**src/rtl/sa_pkg.sv**
```systemverilog
// Shared types and constants for the systolic array host-side blocks.
package sa_pkg;

    typedef enum logic {
        DR_IDLE = 1'b0,
        DR_SEND = 1'b1
    } drain_state_t;

    localparam int FRAME_CNT_W = 16;

endpackage

```
**src/rtl/sa_result_drain.sv**
```systemverilog
// Captures one full frame of column results from the core, acknowledges it with
// a single outread pulse, then streams the words (column 0 first) over valid/ready.
module sa_result_drain
    import sa_pkg::*;
#(
    parameter int  ROWS     = 8,
    parameter int  OUTWIDTH = 32,
    localparam int IDXW     = $clog2(ROWS)
) (
    input  logic                   clk,
    input  logic                   rstn,
    input  logic [OUTWIDTH-1:0]    r_in [0:ROWS-1],
    input  logic [ROWS-1:0]        rvalid_in,
    output logic                   outread,
    output logic [OUTWIDTH-1:0]    m_data,
    output logic [IDXW-1:0]        m_col,
    output logic                   m_last,
    output logic                   m_valid,
    input  logic                   m_ready,
    output logic                   busy,
    output logic [FRAME_CNT_W-1:0] frames_out
);

    localparam logic [IDXW-1:0] LAST_IDX = IDXW'(ROWS - 1);

    drain_state_t          state, state_nxt;
    logic [OUTWIDTH-1:0]   cap [0:ROWS-1];
    logic                  capture, accept, last_accept;
    logic [IDXW-1:0]       idx_nxt;

    // m_col doubles as the beat index into the capture bank.
    assign idx_nxt = m_col + IDXW'(1);

    // NOTE: every comb output gets a default first so no path can infer a latch.
    always_comb begin
        state_nxt   = state;
        capture     = 1'b0;
        accept      = 1'b0;
        last_accept = 1'b0;
        case (state)
            DR_IDLE: begin
                if (&rvalid_in) begin
                    capture   = 1'b1;
                    state_nxt = DR_SEND;
                end
            end
            DR_SEND: begin
                if (m_valid && m_ready) begin
                    accept = 1'b1;
                    if (m_last) begin
                        last_accept = 1'b1;
                        state_nxt   = DR_IDLE;
                    end
                end
            end
            default: state_nxt = DR_IDLE;
        endcase
    end

    // NOTE: sequential state uses non-blocking assignments only.
    always_ff @(posedge clk) begin
        if (!rstn) begin
            state      <= DR_IDLE;
            outread    <= 1'b0;
            m_data     <= '0;
            m_col      <= '0;
            m_last     <= 1'b0;
            m_valid    <= 1'b0;
            busy       <= 1'b0;
            frames_out <= '0;
        end else begin
            state   <= state_nxt;
            outread <= capture;
            if (capture) begin
                m_data  <= r_in[0];
                m_col   <= '0;
                m_last  <= 1'b0;
                m_valid <= 1'b1;
                busy    <= 1'b1;
            end else if (last_accept) begin
                m_last     <= 1'b0;
                m_valid    <= 1'b0;
                busy       <= 1'b0;
                frames_out <= frames_out + FRAME_CNT_W'(1);
            end else if (accept) begin
                m_data <= cap[idx_nxt];
                m_col  <= idx_nxt;
                m_last <= (idx_nxt == LAST_IDX);
            end
        end
    end

    // NOTE: the capture bank is storage, not control; it is only read after a
    // capture has written it, so it carries no reset.
    always_ff @(posedge clk) begin
        if (capture) begin
            for (int i = 0; i < ROWS; i++) begin
                cap[i] <= r_in[i];
            end
        end
    end

endmodule
```
**config.mk**
```make
export PLATFORM = sky130hd
export DESIGN_NAME = sa_result_drain
export DESIGN_NICKNAME = d
export VERILOG_FILES = /design/src/rtl/sa_pkg.sv /design/src/rtl/sa_result_drain.sv
export SDC_FILE = /design/constraint.sdc
export NUM_CORES = 1
export LEC_CHECK = 0
export CAP_MARGIN = 20
export CORE_ASPECT_RATIO = 1.5
export CORE_MARGIN = 2
export CORE_UTILIZATION = 48
export DETAILED_ROUTE_END_ITERATION = 6
export PLACE_DENSITY_LB_ADDON = 0.25
export SLEW_MARGIN = 20
export SYNTH_ARGS = -nofsm -noshare
export SYNTH_HDL_FRONTEND = slang
export SYNTH_SLANG_ARGS = --single-unit
```
**constraint.sdc**
```tcl
create_clock -name clk -period 11.35 [get_ports clk]
set_input_delay 1.135 -clock clk [delete_from_list [all_inputs] [get_ports clk]]
set_output_delay 1.135 -clock clk [all_outputs]
set_load 0.05 [all_outputs]
```
# Word-level counts from Yosys, hierarchy flattened
# Memory sizes are Yosys's and may differ from the RTL's.
# Cells that the tools add are included.
# classes
muxes,17
n_reduce_logical,9
n_bitwise,4
n_eq_ne,2
n_addsub,2
# op_table
operator,n
32-bit two-way mux,3
"16-bit by 1-bit adder with 16-bit output, second input constant",1
1-bit two-way mux,13
8-bit AND reduction,1
2-bit AND reduction,3
1-bit inverter,4
2-bit nonzero test,2
"3-bit by 1-bit adder with 3-bit output, second input constant",1
"3-bit equality test, second input constant",1
3-bit OR reduction,1
"2-bit inequality test, second input constant",1
1-bit one-hot mux with 2 select lines,1
2-bit OR reduction,1
1-bit logical AND,1
# totals
word_cells,42
ramBits,256
regBits,55
out_inout_bits,55
inputBits,267
memories,1
# memory_table
name,depth,word_bits,read_ports,rd_clocked_by_memory_dff,wr,line,source
cap,8,32,1,0,8,sa_result_drain.sv:27,logic [OUTWIDTH-1:0] cap [0:ROWS-1];

# Longest topological paths before layout
# Gate-level depths: netlist of the first run.
# depth
ltp_word,6
depth_mapped,8
ltp_nobuf,5

# Worst setup path before layout of the first run
# Ideal clock, no wire load.
# synth_path
path_kind,input-to-reg
startpoint,input port rvalid_in[6]
endpoint,register m_data[19]
stages,6
n_path_buf,1
required_ns,11.251
path_slack_ns,1.657
setup_time_ns,0.099
arrival_time_ns,9.595
path_cell_list,and4_1 > nand3_1 > inv_1 > clkbuf_1 > a32oi_1 > o21ai_0
# synth_via
elab_chain_len,5
elab_cells_between_ends,7
cone_classes,eq/ne: 1; mux: 3; reduce/logical: 3
# synth_lines
element,line,source
start: declaration,sa_result_drain.sv:13,"input logic [ROWS-1:0] rvalid_in,"
8-bit AND reduction *,sa_result_drain.sv:42,if (&rvalid_in) begin
1-bit two-way mux *,sa_result_drain.sv:42,
1-bit two-way mux *,sa_result_drain.sv:40,case (state)
net capture,sa_result_drain.sv:28,"logic capture, accept, last_accept;"
2-bit inequality test (no line) / 2-bit nonzero test (equally long branches),--,
2-bit AND reduction (no line),--,
end signal: assignment,sa_result_drain.sv:75,m_data <= r_in[0];
end signal: assignment,sa_result_drain.sv:86,m_data <= cap[idx_nxt];
end: declaration,sa_result_drain.sv:15,"output logic [OUTWIDTH-1:0] m_data,"
# Mark *: on every way through the listed nets, which the timed path passes. The rest lies on a longest branch.
# A chain may end at the register's enable or synchronous reset.

# Final worst setup path of the first run
# layout_path
startpoint,input port rvalid_in[4]
endpoint,register m_data[18]
# layout_via
elab_chain_len,5
elab_cells_between_ends,7
cone_classes,eq/ne: 1; mux: 3; reduce/logical: 3
# layout_lines
element,line
8-bit AND reduction *,sa_result_drain.sv:42
1-bit two-way mux *,sa_result_drain.sv:42
1-bit two-way mux *,sa_result_drain.sv:40
2-bit inequality test (no line) / 2-bit nonzero test (equally long branches),--
2-bit AND reduction (no line),--
# Mark *: on every way between the ends. The rest lies on a longest branch, timed or not.

==> metrics.yaml, run 1 <==
outcome: "finished, final reports clean"
crit_type: "in2reg"
die_area_sq_um: 26300
maxCapViolations: 0
setup_viol: 0
synth_cell_types: 44
hold_viol_final: 0
routedWlPerCell_microns: 20.7
r2r-start: "m_col[0]"
arrival_ps: 4200
drcViolationCount: 0
slew_headroom: 0.293
yosysWarnings: 0
dieHeight_microns: 198
grt_max_degree: 158
powerDensity_nw_per_um2: 137
drt_iter0_markers: 442
io_buffers: 321
viasPerCell: 5.40
drive_above_1_share: 0.121
grt_overflow: 0
syn_area_sq_um: 12000
core_area_sq_um: 24400
cts_root_buf: "clkbuf_16"
clk_pin_slew_ps: 60
seq_power_share: 0.550
p_leak_nw: 5.49
ir_drop_mv: 0.133
met2_usage: 0.372
cp_max_fo: 157
worstSkewPairLatency_ps: 530
period_share: 0.332
num_vias: 7087
boundaryPins: 322
critPathLaunchType: "input port"
area_growth_pct: 37.0
numCtsBuffers: 28
ant_nets: 0
htreeDepth: 1
p_sw_frac: 0.186
top_usage_layer: "met2"
final_core_util: 0.672
finalMaxSlewViolations: 0
grtUsageTotal: 0.205
power.switching_mw: 0.418
fin_nets: 1232
antenna_found_initial: 6
gp_congestion: 0.776
cp-endpoint: "m_data[18]"
postCtsSetupBuffers: 0
hold_class: "reg2reg"
combPwrFrac: 0.048
clock_sinks: 311
cts_hold_buf: 0
rsz0062_at_grt: "no"
reg2reg_slack_ps: 8070
grt.met1_usage: 0.245
p_int_mw: 1.83
ys_seq_area_frac: 0.733
timing.hold.ws_ps: 485
drt_first_pass_iters: 6
num_rows: 70
netlist_instances: 642
post-route-min-period_ps: 3760
cp.required_ps: 11780
syn_nets: 912
fin_tns_setup_ps: 0
skew_ps: 17.3
reg2reg_depth: 6
synth_seq_cells: 311
syn_area_per_cell_sq_um: 18.7
grt_pass1_vias: 7367
post_cts_resized: 0
max_freq_mhz: 266
cp-end-kind: "flip-flop"
crit_start: "rvalid_in[4]"
drt-total-wl_mm: 27.2
r2r-end: "m_data[11]"
dp_hpwl_mm: 18.6
gr-usage-met3: 0.0377
clkPwrFrac: 0.402
grt_first_pass_wirelength_mm: 41.0
initial_core_util: 0.490
die_w_microns: 133
cts.path.max_buffers: 3
worstMarginPinSlew_ps: 1060
cts_tree: "done"
synth_stat cells, drive strengths merged:
| library cell | count | area share |
|---|---|---|
| a211oi | 1 | 0.00063 |
| a21oi | 10 | 0.0042 |
| a31oi | 1 | 0.00052 |
| a32oi | 31 | 0.023 |
| and2 | 32 | 0.017 |
| and3b | 1 | 0.00073 |
| and4 | 3 | 0.0023 |
| and4b | 1 | 0.00094 |
| buf | 22 | 0.0095 |
| clkbuf | 16 | 0.0050 |
| clkinv | 1 | 0.00031 |
| dfxtp | 55 | 0.092 |
| edfxtp | 256 | 0.64 |
| ha | 3 | 0.0031 |
| inv | 7 | 0.0022 |
| mux2i | 33 | 0.028 |
| mux4 | 64 | 0.12 |
| nand2 | 15 | 0.0047 |
| nand2b | 1 | 0.00052 |
| nand3 | 9 | 0.0038 |
| nand4 | 4 | 0.0033 |
| nand4b | 1 | 0.00073 |
| nor2 | 12 | 0.0038 |
| nor3 | 3 | 0.0013 |
| nor4 | 3 | 0.0016 |
| nor4b | 1 | 0.00073 |
| o211ai | 1 | 0.00063 |
| o21ai | 33 | 0.014 |
| o311ai | 1 | 0.00073 |
| o31ai | 3 | 0.0019 |
| o41ai | 1 | 0.00073 |
| or2 | 1 | 0.00052 |
| or3 | 3 | 0.0017 |
| or4 | 3 | 0.0019 |
| xnor2 | 8 | 0.0065 |
| xor2 | 2 | 0.0015 |
layout by cell type (no fill, tap or decap), types with 8 or more instances in the layout:
| cell type | instances |
|---|---|
| clkinv_1 | 11 |
| clkdlybuf4s50_1 | 320 |
| edfxtp_1 | 256 |
| and2_1 | 32 |
| nor2_1 | 12 |
| mux2i_1 | 33 |
| a32oi_1 | 31 |
| nand3_1 | 8 |
| o21ai_0 | 22 |
| o21ai_1 | 11 |
| mux4_2 | 64 |
| a21oi_1 | 10 |
| nand2_1 | 15 |
| dfxtp_1 | 54 |
| clkbuf_16 | 29 |
flip-flops by register name, indices dropped and copies added (netlist names):
register,cells
m_last,1
busy,1
frames_out,16
state,1
outread,1
m_data,32
m_col,3
cap,256
worst min-delay path by stage:
stage / startpoint / to / slack (ps) / cells past startpoint
6_report: frames_out[15] / frames_out[15] / 490 / 2
5_1_grt: frames_out[14] / frames_out[14] / 520 / 2
4_1_cts: frames_out[15] / frames_out[15] / 490 / 2
3_5_place_dp: frames_out[14] / frames_out[14] / 470 / 2
3_3_place_gp: frames_out[14] / frames_out[14] / 460 / 2
2_1_floorplan: state / state / 520 / 2
metrics by stage:
step	area, sq um	cells	setup slack (ps)	power [mW]
after detailed placement	15500	1256	7000	1.37
after floorplan	12000	642	1660	1.27
after global placement	15500	1256	7110	1.37
final	16400	1313	7590	2.25
after CTS	16400	1307	7570	2.27
after global routing	16400	1313	7280	2.32
routing by layer:
metal	up-vias	part of all wire	routed length, microns
met2	244	0.54	14800
met1	3536	0.37	10000
met5	-	0	0
met4	0	0.031	839
li1	3255	-	-
met3	52	0.059	1610
power groups by stage:
stage	clock network, mW	logic [mW]	registers [mW]
after global placement	0	0.106	1.26
final	0.906	0.108	1.24
after CTS	0.927	0.109	1.24
after floorplan	0	0.00731	1.26
after detailed placement	0	0.108	1.26
after global routing	0.967	0.114	1.24
worst max-delay path: stages:
cell	delay (ps)
clkdlybuf4s50_1	470
and4_1	250
nand3_1	310
inv_8	790
buf_4	750
a32oi_1	190
o21ai_0	140
cell type report:
cell class / count / area [sq um]
diodes: 6 / 15.0
clock buffers: 34 / 754
clock inverters: 17 / 128
fillers: 1716 / 8020
inverters: 8 / 37.5
multi-input cells: 285 / 3030
flip-flops and latches: 311 / 8790
well taps: 324 / 405
repair buffers: 328 / 3260
logic make-up (layout without fill, tap and decap cells):
family / Yosys count / in the layout / share of synthesized area
flops: 311 / 311 / 0.733
mux: 97 / 97 / 0.148
simple gates: 93 / 93 / 0.0451
compound gates: 82 / 82 / 0.0457
buf+inv: 46 / 387 / 0.0170
xor+xnor: 10 / 10 / 0.00793
fa+ha+maj: 3 / 3 / 0.00313
other cells: 0 / 6 / 0
(Power assumes the default switching activity.)
==> run 2, diff against run 1 <==
--- a/config.mk
+++ b/config.mk
@@ -8,7 +8,7 @@
 export CAP_MARGIN = 20
 export CORE_ASPECT_RATIO = 1.5
 export CORE_MARGIN = 2
-export CORE_UTILIZATION = 48
+export CORE_UTILIZATION = 44
 export DETAILED_ROUTE_END_ITERATION = 6
 export PLACE_DENSITY_LB_ADDON = 0.25
 export SLEW_MARGIN = 20
==> constraint.sdc (replaced) <==
create_clock -name clk -period 3.35 [get_ports clk]
set_input_delay 0.335 -clock clk [delete_from_list [all_inputs] [get_ports clk]]
set_output_delay 0.335 -clock clk [all_outputs]
set_load 0.05 [all_outputs]
==> run 2 against run 1 <==
Net effect: clock power rose to 3.8 times the previous value; global-route usage down 1.1 points; clock skew down 9.8 ps; largest cell class unchanged; sequential share of layout area down 0.95 points; flip-flop and latch count unchanged; critical path type is now reg2out; critical endpoint is now m_col[0]; register-to-register slack worse by 7000 ps; worst hold slack worse by 140 ps; power rose to 3.6 times the previous value; combinational power rose to 3.5 times the previous value; via count up 0.31%.
==> metrics.yaml, run 2 (same netlist as run 1, synthesis figures left out) <==
outcome: "finished, final reports clean"  # unchanged
finalMaxSlewViolations: 0  # unchanged
setup_viol: 0  # unchanged
initial_core_util: 0.443  # was 0.490
grt.met1_usage: 0.219  # was 0.245
hold_class: "in2reg"  # was reg2reg
powerDensity_nw_per_um2: 479  # was 137 nW/um^2
io_buffers: 321  # unchanged
cts_tree: "done"  # unchanged
met2_usage: 0.365  # was 0.372
layout_commonest_cell: "clkdlybuf4s50_1"  # unchanged
maxCapViolations: 0  # unchanged
final_cell_mix: "clkdlybuf4s50_1, edfxtp_1, mux4_2"  # unchanged
cp-end-kind: "output pin"  # was flip-flop
cp.required_ps: 3010  # was 11780 ps
drt_iter0_markers: 349  # was 442
ir_drop_mv: 0.475  # was 0.133 mV
cts.path.max_buffers: 3  # unchanged
drt_first_pass_iters: 6  # unchanged
skew_ps: 7.52  # was 17.3 ps
hold_viol_final: 0  # unchanged
worstMarginPinSlew_ps: 686  # was 1060 ps
num_rows: 74  # was 70
area_growth_pct: 39.5  # was 37.0%
p_leak_nw: 5.62  # was 5.49 nW
dieHeight_microns: 206  # was 198 microns
boundaryPins: 322  # unchanged
post-route-min-period_ps: 2650
fin_tns_setup_ps: 0  # unchanged
r2r-start: "state"  # was m_col[0]
gr-usage-met3: 0.0375  # was 0.0377
place_area_sq_um: 15700  # was 15500 sq um
ant_nets: 0  # unchanged
largest_register_ffs: 256  # unchanged
slew_headroom: 0.543  # was 0.293
crit_start: "m_col[0]"  # was rvalid_in[4]
drt-total-wl_mm: 28.2  # was 27.2 mm
grtUsageTotal: 0.194  # was 0.205
period_share: 0.792
die_w_microns: 139  # was 133 microns
stdcell_area_sq_um: 16700  # was 16400 sq um
hold_start: "r_in[55]"  # was frames_out[15]
viasPerCell: 5.31  # was 5.40
antenna_found_initial: 2  # was 6
largestRegisters: "cap (256), m_data (32), frames_out (16)"  # unchanged
critPathLaunchType: "flip-flop"  # was input port
drive_above_1_share: 0.138  # was 0.121
arrival_ps: 2320  # was 4200 ps
postCtsSetupBuffers: 0  # unchanged
htreeDepth: 1  # unchanged
worstSkewPairLatency_ps: 540  # was 530 ps
top_usage_layer: "met2"  # unchanged
crit_type: "reg2out"  # was in2reg
dp_hpwl_mm: 20.0  # was 18.6 mm
routedWlPerCell_microns: 21.1  # was 20.7 microns
grt_max_degree: 70  # was 158
cts_hold_buf: 0  # unchanged
cts_root_buf: "clkbuf_16"  # unchanged
core_area_sq_um: 27000  # was 24400 sq um
numCtsBuffers: 28  # unchanged
fin_nets: 1243  # was 1232
grt_first_pass_wirelength_mm: 42.3  # was 41.0 mm
grt_overflow: 0  # unchanged
grt_pass1_vias: 7580  # was 7367
num_vias: 7109  # was 7087
top_register: "cap"  # unchanged
rsz0062_at_grt: "no"  # unchanged
max_freq_mhz: 377
gp_congestion: 0.767  # was 0.776
clock_sinks: 311  # unchanged
cp_max_fo: 65  # was 157
post_cts_resized: 0  # unchanged
die_area_sq_um: 28600  # was 26300 sq um
clk_pin_slew_ps: 70  # was 60 ps
drcViolationCount: 0  # unchanged
==> run 2: cell types whose count changed in the layout (fill, tap and decap cells not counted), sizes merged <==
| cell | change |
|---|---|
| bufinv | +4 |
| buf | +11 |
| clkinv | -5 |
| diode | -3 |
| clkbuf | +2 |
==> run 2: layer usage <==
metal | part of all wire | routed length, microns | vias to the layer above
li1 | - | - | 3280
met1 | 0.36 | 10200 | 3534
met2 | 0.55 | 15600 | 249
met3 | 0.056 | 1580 | 46
met4 | 0.031 | 872 | 0
met5 | 0 | 0 | -
==> run 2: report_power, final <==
group,internal [mW],switching [mW],leakage [nW]
clock network,2.07,1.37,0.483
logic,0.279,0.101,2.40
registers,4.19,0.00342,2.75
==> run 2: final timing paths <==
| path | to | slack (ps) | cells past startpoint |
|---|---|---|---|
| worst min register to register | frames_out[14] | 480 | 2 |
| worst max register to register | cap[7][3] | 1100 | 4 |
| worst max-delay path | m_col[0] | 700 | 2 |
| worst min-delay path | cap[6][23] | 350 | 1 |
==> run 2: worst max-delay path, cell delays in order, from the launching register on <==
cell and delay (ps):
dfxtp_4 380, buf_12 440, clkdlybuf4s50_1 920
==> run 2: final cells by class <==
type | instances | area (sq um)
Fill cell | 2008 | 10300
Sequential cell | 311 | 8790
Timing Repair Buffer | 339 | 3430
Multi-Input combinational cell | 285 | 3030
Clock buffer | 36 | 762
Tap cell | 342 | 428
Clock inverter | 16 | 233
Inverter | 8 | 37.5
Antenna cell | 3 | 7.51
==> run 2: per-stage QoR <==
stage	std cells	power [mW]	hold slack [ps]	utilization	worst slack [ps]
final	1340	8.01	348	0.618	697
after global routing	1339	8.23	325	0.618	565
after CTS	1337	8.08	323	0.618	628
after detailed placement	1285	4.66	478	0.581	726
after global placement	1285	4.66	463	0.581	804
after floorplan	642	4.31	434	-	57.5
